### config.mk
export PLATFORM = sky130hd
export DESIGN_NAME = bit_stuff
export DESIGN_NICKNAME = d
export VERILOG_FILES = /design/src/rtl/bit_stuff.sv
export SDC_FILE = /design/constraint.sdc
export NUM_CORES = 1
export LEC_CHECK = 0
export ABC_AREA = 0
export BUFFER_PORTS_ARGS = -buffer_cell sky130_fd_sc_hd__buf_2
export CAP_MARGIN = 0
export CORE_UTILIZATION = 30
export CTS_CLUSTER_DIAMETER = 200
export DETAILED_ROUTE_END_ITERATION = 10
export GPL_TIMING_DRIVEN = 0
export HOLD_SLACK_MARGIN = 0.15
export SLEW_MARGIN = 15
export SYNTH_ARGS = -nofsm -noshare
export SYNTH_HDL_FRONTEND = slang
export SYNTH_SLANG_ARGS = --single-unit
### constraint.sdc
create_clock -name clk -period 2.8 [get_ports clk]
set_clock_uncertainty 0.05 [all_clocks]
set_input_delay 0.7 -clock clk [delete_from_list [all_inputs] [get_ports clk]]
set_output_delay 0.7 -clock clk [all_outputs]
set_load 0.05 [all_outputs]
### src/rtl/bit_stuff.sv
// USB bit-stuffing stage ahead of the NRZI encoder: inserts a 0 after every
// run of STUFF_RUN ones, stalls the serializer for that cycle, counts stuffs per packet.
module bit_stuff #(
    parameter int STUFF_RUN = 6,
    parameter int CNT_W     = 6
) (
    input  logic             clk,
    input  logic             rst_b,
    input  logic             bstr_in,
    input  logic [1:0]       bstr_in_ready,
    output logic             bstr_in_stall,
    output logic             bstr_out,
    output logic [1:0]       bstr_out_ready,
    output logic [CNT_W-1:0] stuffed_out
);

    localparam int ONES_W = $clog2(STUFF_RUN + 1);
    localparam logic [ONES_W-1:0] RUN_LIM = ONES_W'(STUFF_RUN);

    typedef enum logic [1:0] {S_IDLE, S_PASS, S_STUFF} state_t;

    state_t            r_state, w_state_next;
    logic [ONES_W-1:0] r_ones, w_ones_next, w_ones_base, w_ones_inc;
    logic [1:0]        r_pkt_type, w_pkt_type_next;
    logic [CNT_W-1:0]  r_stuff_cnt, w_stuff_cnt_next;
    logic              r_out, w_out_next;
    logic [1:0]        r_out_type, w_out_type_next;
    logic              w_new_pkt;

    always_ff @(posedge clk or negedge rst_b) begin
        if (!rst_b) begin
            r_state     <= S_IDLE;
            r_ones      <= '0;
            r_pkt_type  <= 2'b00;
            r_stuff_cnt <= '0;
            r_out       <= 1'b1;
            r_out_type  <= 2'b00;
        end else begin
            r_state     <= w_state_next;
            r_ones      <= w_ones_next;
            r_pkt_type  <= w_pkt_type_next;
            r_stuff_cnt <= w_stuff_cnt_next;
            r_out       <= w_out_next;
            r_out_type  <= w_out_type_next;
        end
    end

    always_comb begin
        w_state_next     = r_state;
        w_ones_next      = r_ones;
        w_pkt_type_next  = r_pkt_type;
        w_stuff_cnt_next = r_stuff_cnt;
        w_out_next       = 1'b1;
        w_out_type_next  = 2'b00;
        // A type change without an idle gap also starts a fresh packet.
        w_new_pkt        = (r_state == S_IDLE) || (bstr_in_ready != r_pkt_type);
        w_ones_base      = w_new_pkt ? '0 : r_ones;
        w_ones_inc       = w_ones_base + ONES_W'(1);

        case (r_state)
            S_STUFF: begin
                w_out_next       = 1'b0;
                w_out_type_next  = r_pkt_type;
                w_ones_next      = '0;
                w_stuff_cnt_next = (&r_stuff_cnt) ? r_stuff_cnt : r_stuff_cnt + CNT_W'(1);
                w_state_next     = S_PASS;
            end
            default: begin
                if (bstr_in_ready == 2'b00) begin
                    w_ones_next  = '0;
                    w_state_next = S_IDLE;
                end else begin
                    w_out_next      = bstr_in;
                    w_out_type_next = bstr_in_ready;
                    w_pkt_type_next = bstr_in_ready;
                    w_state_next    = S_PASS;
                    if (w_new_pkt) begin
                        w_stuff_cnt_next = '0;
                    end
                    if (bstr_in) begin
                        w_ones_next = w_ones_inc;
                        if (w_ones_inc == RUN_LIM) begin
                            w_state_next = S_STUFF;
                        end
                    end else begin
                        w_ones_next = '0;
                    end
                end
            end
        endcase
    end

    assign bstr_in_stall  = (r_state == S_STUFF);
    assign bstr_out       = r_out;
    assign bstr_out_ready = r_out_type;
    assign stuffed_out    = r_stuff_cnt;

endmodule
After elaboration in Yosys (flattened, before gate mapping) --
Index checks and enable logic that the tools add are counted.
Word-level totals: register bits after elaboration 16, bits of input ports 5, output and inout port bits 10
Cells by class: add/sub/neg operators 2, equal/unequal tests 5, mux-type cells 16, bitwise logic cells 2, reduce and logical (&&, ||, !) cells 7
Operators by type and width (number):
- $mux W6 | 4
- $mux W2 | 6
- $mux W3 | 4
- $add A6 B1 Y6 const B | 1
- $reduce_and A6 Y1 | 1
- $logic_not A2 Y1 | 2
- $ne A2 B2 Y1 const B | 2
- $add A3 B1 Y3 const B | 1
- $eq A3 B3 Y1 const B | 1
- $reduce_and A3 Y1 | 1
- $eq A2 B2 Y1 const B | 1
- $mux W1 | 2
- $ne A2 B2 Y1 | 1
- $not A1 Y1 | 2
- $reduce_and A2 Y1 | 1
- $reduce_bool A2 Y1 | 1
- $logic_or A1 B1 Y1 | 1

Longest topological paths before layout --
depth in word-level cells 9, mapped depth 7, depth with buffers taken out 7

Worst setup path before layout --
OpenSTA, ideal clock, no wires.
kind input port to flip-flop, start in bstr_in_ready[0], end reg r_state[0], setup time 79 ps, data arrival time 1703 ps, setup slack 968 ps, stages on the path 6, cell sequence xnor2_1 o211a_1 and2_1 ha_1 xor2_1 a2bb2oi_1
On the way: cells in the longest elaborated chain, start to end 9, elaborated cells on any way between the ends 10
RTL lines:
- from (decl) | RTL line 10 | input logic [1:0] bstr_in_ready,
- $ne A2 B2 Y1 | RTL line 56 | w_new_pkt = (r_state == S_IDLE) || (bstr_in_ready != r_pkt_type);
- $logic_or A1 B1 Y1 | RTL line 56
- $mux W3 | RTL line 57 | w_ones_base = w_new_pkt ? '0 : r_ones;
- $add A3 B1 Y3 | RTL line 58 | w_ones_inc = w_ones_base + ONES_W'(1);
- $eq A3 B3 Y1 | RTL line 82 | if (w_ones_inc == RUN_LIM) begin
- $mux W2 | RTL line 82
- $mux W2 | RTL line 80 | if (bstr_in) begin
- $mux W2 (*) | RTL line 69 | if (bstr_in_ready == 2'b00) begin
- $mux W2 (*) | RTL line 60 | case (r_state)
- named net w_state_next[0] | RTL line 22 | state_t r_state, w_state_next;
- to (signal assigned) | RTL line 39 | r_state <= w_state_next;
- to (decl) | RTL line 22
Mark *: on every way through the listed nets, which the timed path passes. The rest lies on a longest branch. A chain may end at the register's enable or synchronous reset.

Final worst setup path --
start reg r_state[0], end out bstr_in_stall
On the way: cells in the longest elaborated chain, start to end 1
RTL lines:
- $eq A2 B2 Y1 | RTL line 93 | assign bstr_in_stall = (r_state == S_STUFF);
- to (decl) | RTL line 11 | output logic bstr_in_stall,
No other way between the ends.

==> results.md <==
* Outcome: finished clean
* Final setup viols at 0
* Remaining DRCs at 0
* Post-synth EDFFs at 0
* Routed WL at between 1.5 and 2 mm
* Drt wl/cell at around 12 µm
* PwrDens at between 400 and 500 mW/mm²
* FF-to-FF Start: r_pkt_type[0]$_DFFE_PN0P_
* Num CTS Buffers at 3
* Area share of the largest cell type after synthesis at 46.4%
* Antenna violations before repair at 0
* Total global routing overflow at 0
* Row cnt at 18
* Peak Freq at roughly 0.47 GHz
* R2r setup slk at roughly 1 ns
* P&R area growth vs syn at 17.8%
* Final Cycle Share at between 70% and 80%
* # diodes at 0
* Worst hold slack at 0.260 ns
* Post-route setup TNS at 0 ns
* Worst Tran Pin Value at between 0.4 and 0.5 ns
* Worst hold path type: input pin to async pin
* Syn Nets at 88
* Core area at 0.00252 mm²
* Detailed placement HPWL at between 1 and 1.5 mm
* Worst slew margin at approximately 72%
* Nets at 107
* Most frequent cells in the layout: nand2_1, dfrtp_1, buf_2
* Die height at around 54 µm
* First-pass GRT wire length at about 2.8 mm
* I/O pin total at 15
* Pleak at around 0.00046 µW
* Clock tree sinks at 16
* Crit Path Class: flop to output pin
* H-Tree Depth at 1
* Flops & latches, synth at 16
* CP Data Required Time at just over 2 ns
* Max Root-Sink Buffers at 2
* Critical Path Sink Type: output pin
* Clock Latency Late Sink at 0.29 ns
* Largest area contributor in the netlist: dfrtp_1
* Largest net degree at the start of global routing at 17
* End of the worst register-to-register path: r_state[0]$_DFF_PN0_
* Syn_area_per_cell at between 10 and 15 µm²
* Synthesized area at about 800 µm²
* RSZ-0062 raised after global routing: no
* Sequential-to-total area share from yosys stat at 49.7%
* Iter 0 DRT Violations at 11
* Top Usage Layer GRT: met2
* Share of cells above drive strength 1 at roughly a quarter
* Grt met3 use at ~2.5%
* Final WS setup at between 0.6 and 0.7 ns
* Fin area at ~950 µm²
* # port buffers at 14
* Crit path DAT at 1.39 ns
* Max_cap viols at 0
* Maximum fanout along the worst path at 8
* Peak supply drop at between 0.15 and 0.2 mV
* Min Tclk post-route at around 2.1 ns
* Share of synthesized registers carrying an async set or reset at 100%
* Clock transition at path regs at ~0.10 ns
* Final Hold Fails at 0
* Warnings from Yosys at 0
* Pre-antenna DRT Iters at 4
* Vias in the first global route at roughly 620
* Post-synthesis cell count at 80
* Startpoint class of the critical path: flop
* Pins Over Slew Limit at 0
* Die area at roughly 0.0029 mm²
* # resized after CTS at 0
* Placed cell areas at slightly above 900 µm²
* Synth Flop Type: dfrtp_1
* Hold Buf Count CTS at 0
* Distinct cells, synth at 34
* Root Driver: clkbuf_4
* Die Wd at between 50 and 60 µm
* Vias/cell at between 4 and 5
* GRT Util Overall at between 10% and 20%
* GR Layer Usage met1 at 17.3%
* Via count at between 600 and 700
* Largest cells by area after synthesis: dfrtp_1, nand2_1, ha_1, nor2_1, dfstp_2
* Postcts setup bufs at 0
* Post-place setup slack at between 0.6 and 0.7 ns
* Routability Congestion at around 0.69
* FF-to-FF path depth at 6
* Met2 Resource Use GR at a little under a quarter
* Post-route ant nets at 0
* Initial core utilization at about a third
* CTS tree: yes
==> per-layer routing <==
layer	part of all wire, %	vias up
met5	0	-
met4	1.0	0
met3	4.5	2
met2	47	15
met1	48	308
li1	-	311
==> worst max-delay path by stage <==
stage | cells past startpoint | slack, ns | end | from
6_report | 4 | 0.66 | bstr_in_stall | r_state[0]$_DFF_PN0_
5_1_grt | 4 | 0.57 | bstr_in_stall | r_state[0]$_DFF_PN0_
4_1_cts | 4 | 0.65 | bstr_in_stall | r_state[0]$_DFF_PN0_
3_5_place_dp | 7 | 0.63 | r_state[0]$_DFF_PN0_ | bstr_in_ready[0]
3_3_place_gp | 7 | 0.70 | r_state[0]$_DFF_PN0_ | bstr_in_ready[0]
2_1_floorplan | 6 | 0.97 | r_state[0]$_DFF_PN0_ | bstr_in_ready[0]
==> where the power goes <==
part	switching [µW]	internal [µW]	total, µW
clock	74.3	79.1	153
combinational	31.6	15.6	47.2
sequential	4.64	238	243
total	111	333	443
==> stage by stage <==
stage	util (%)	total power, µW	std cells
after floorplan	-	278	80
after global placement	36.3	294	124
after detailed placement	36.3	296	124
after CTS	37.7	450	128
after global routing	37.7	469	128
final	37.7	443	128
==> layout make-up <==
class                           instances  area (µm²)
Sequential cell                        16         402
Buffer                                  1        7.51
Timing Repair Buffer                   14        70.1
Fill cell                             276        1570
Multi-Input combinational cell         58         375
Inverter                                5        23.8
Tap cell                               30        37.5
Clock buffer                            4        36.3
==> kinds of logic after synthesis <==
| group | count (synthesis) | share of synthesized area (%) |
|---|---|---|
| multiplexers | 1 | 1.24 |
| XOR/XNOR | 4 | 4.34 |
| AO/OA/AOI/OAI | 11 | 10.7 |
| buffers and inverters | 6 | 3.87 |
| adder cells (fa/ha/maj) | 3 | 4.64 |
| flip-flops | 16 | 49.7 |
| AND/OR/NAND/NOR | 39 | 25.5 |
==> sequential cells by signal (all words and copies together) (netlist names) <==
name	cells
r_state	2
bstr_out_ready	2
bstr_out	1
r_pkt_type	2
r_ones	3
stuffed_out	6
==> synth_stat cells (2+ instances only) <==
cell type   n
nand4_1     3
nor2_1      8
a211oi_1    2
dfrtp_1    15
nand2_1    15
nand3_1     2
inv_1       4
xnor2_1     3
ha_1        3
==> critical path, cell delays in order, from the launching register on <==
cell,delay [ns]
dfrtp_1,0.42
nand2b_1,0.16
buf_4,0.17
inv_6,0.09
buf_2,0.27
No activity file was read; power rests on OpenSTA's default activity.
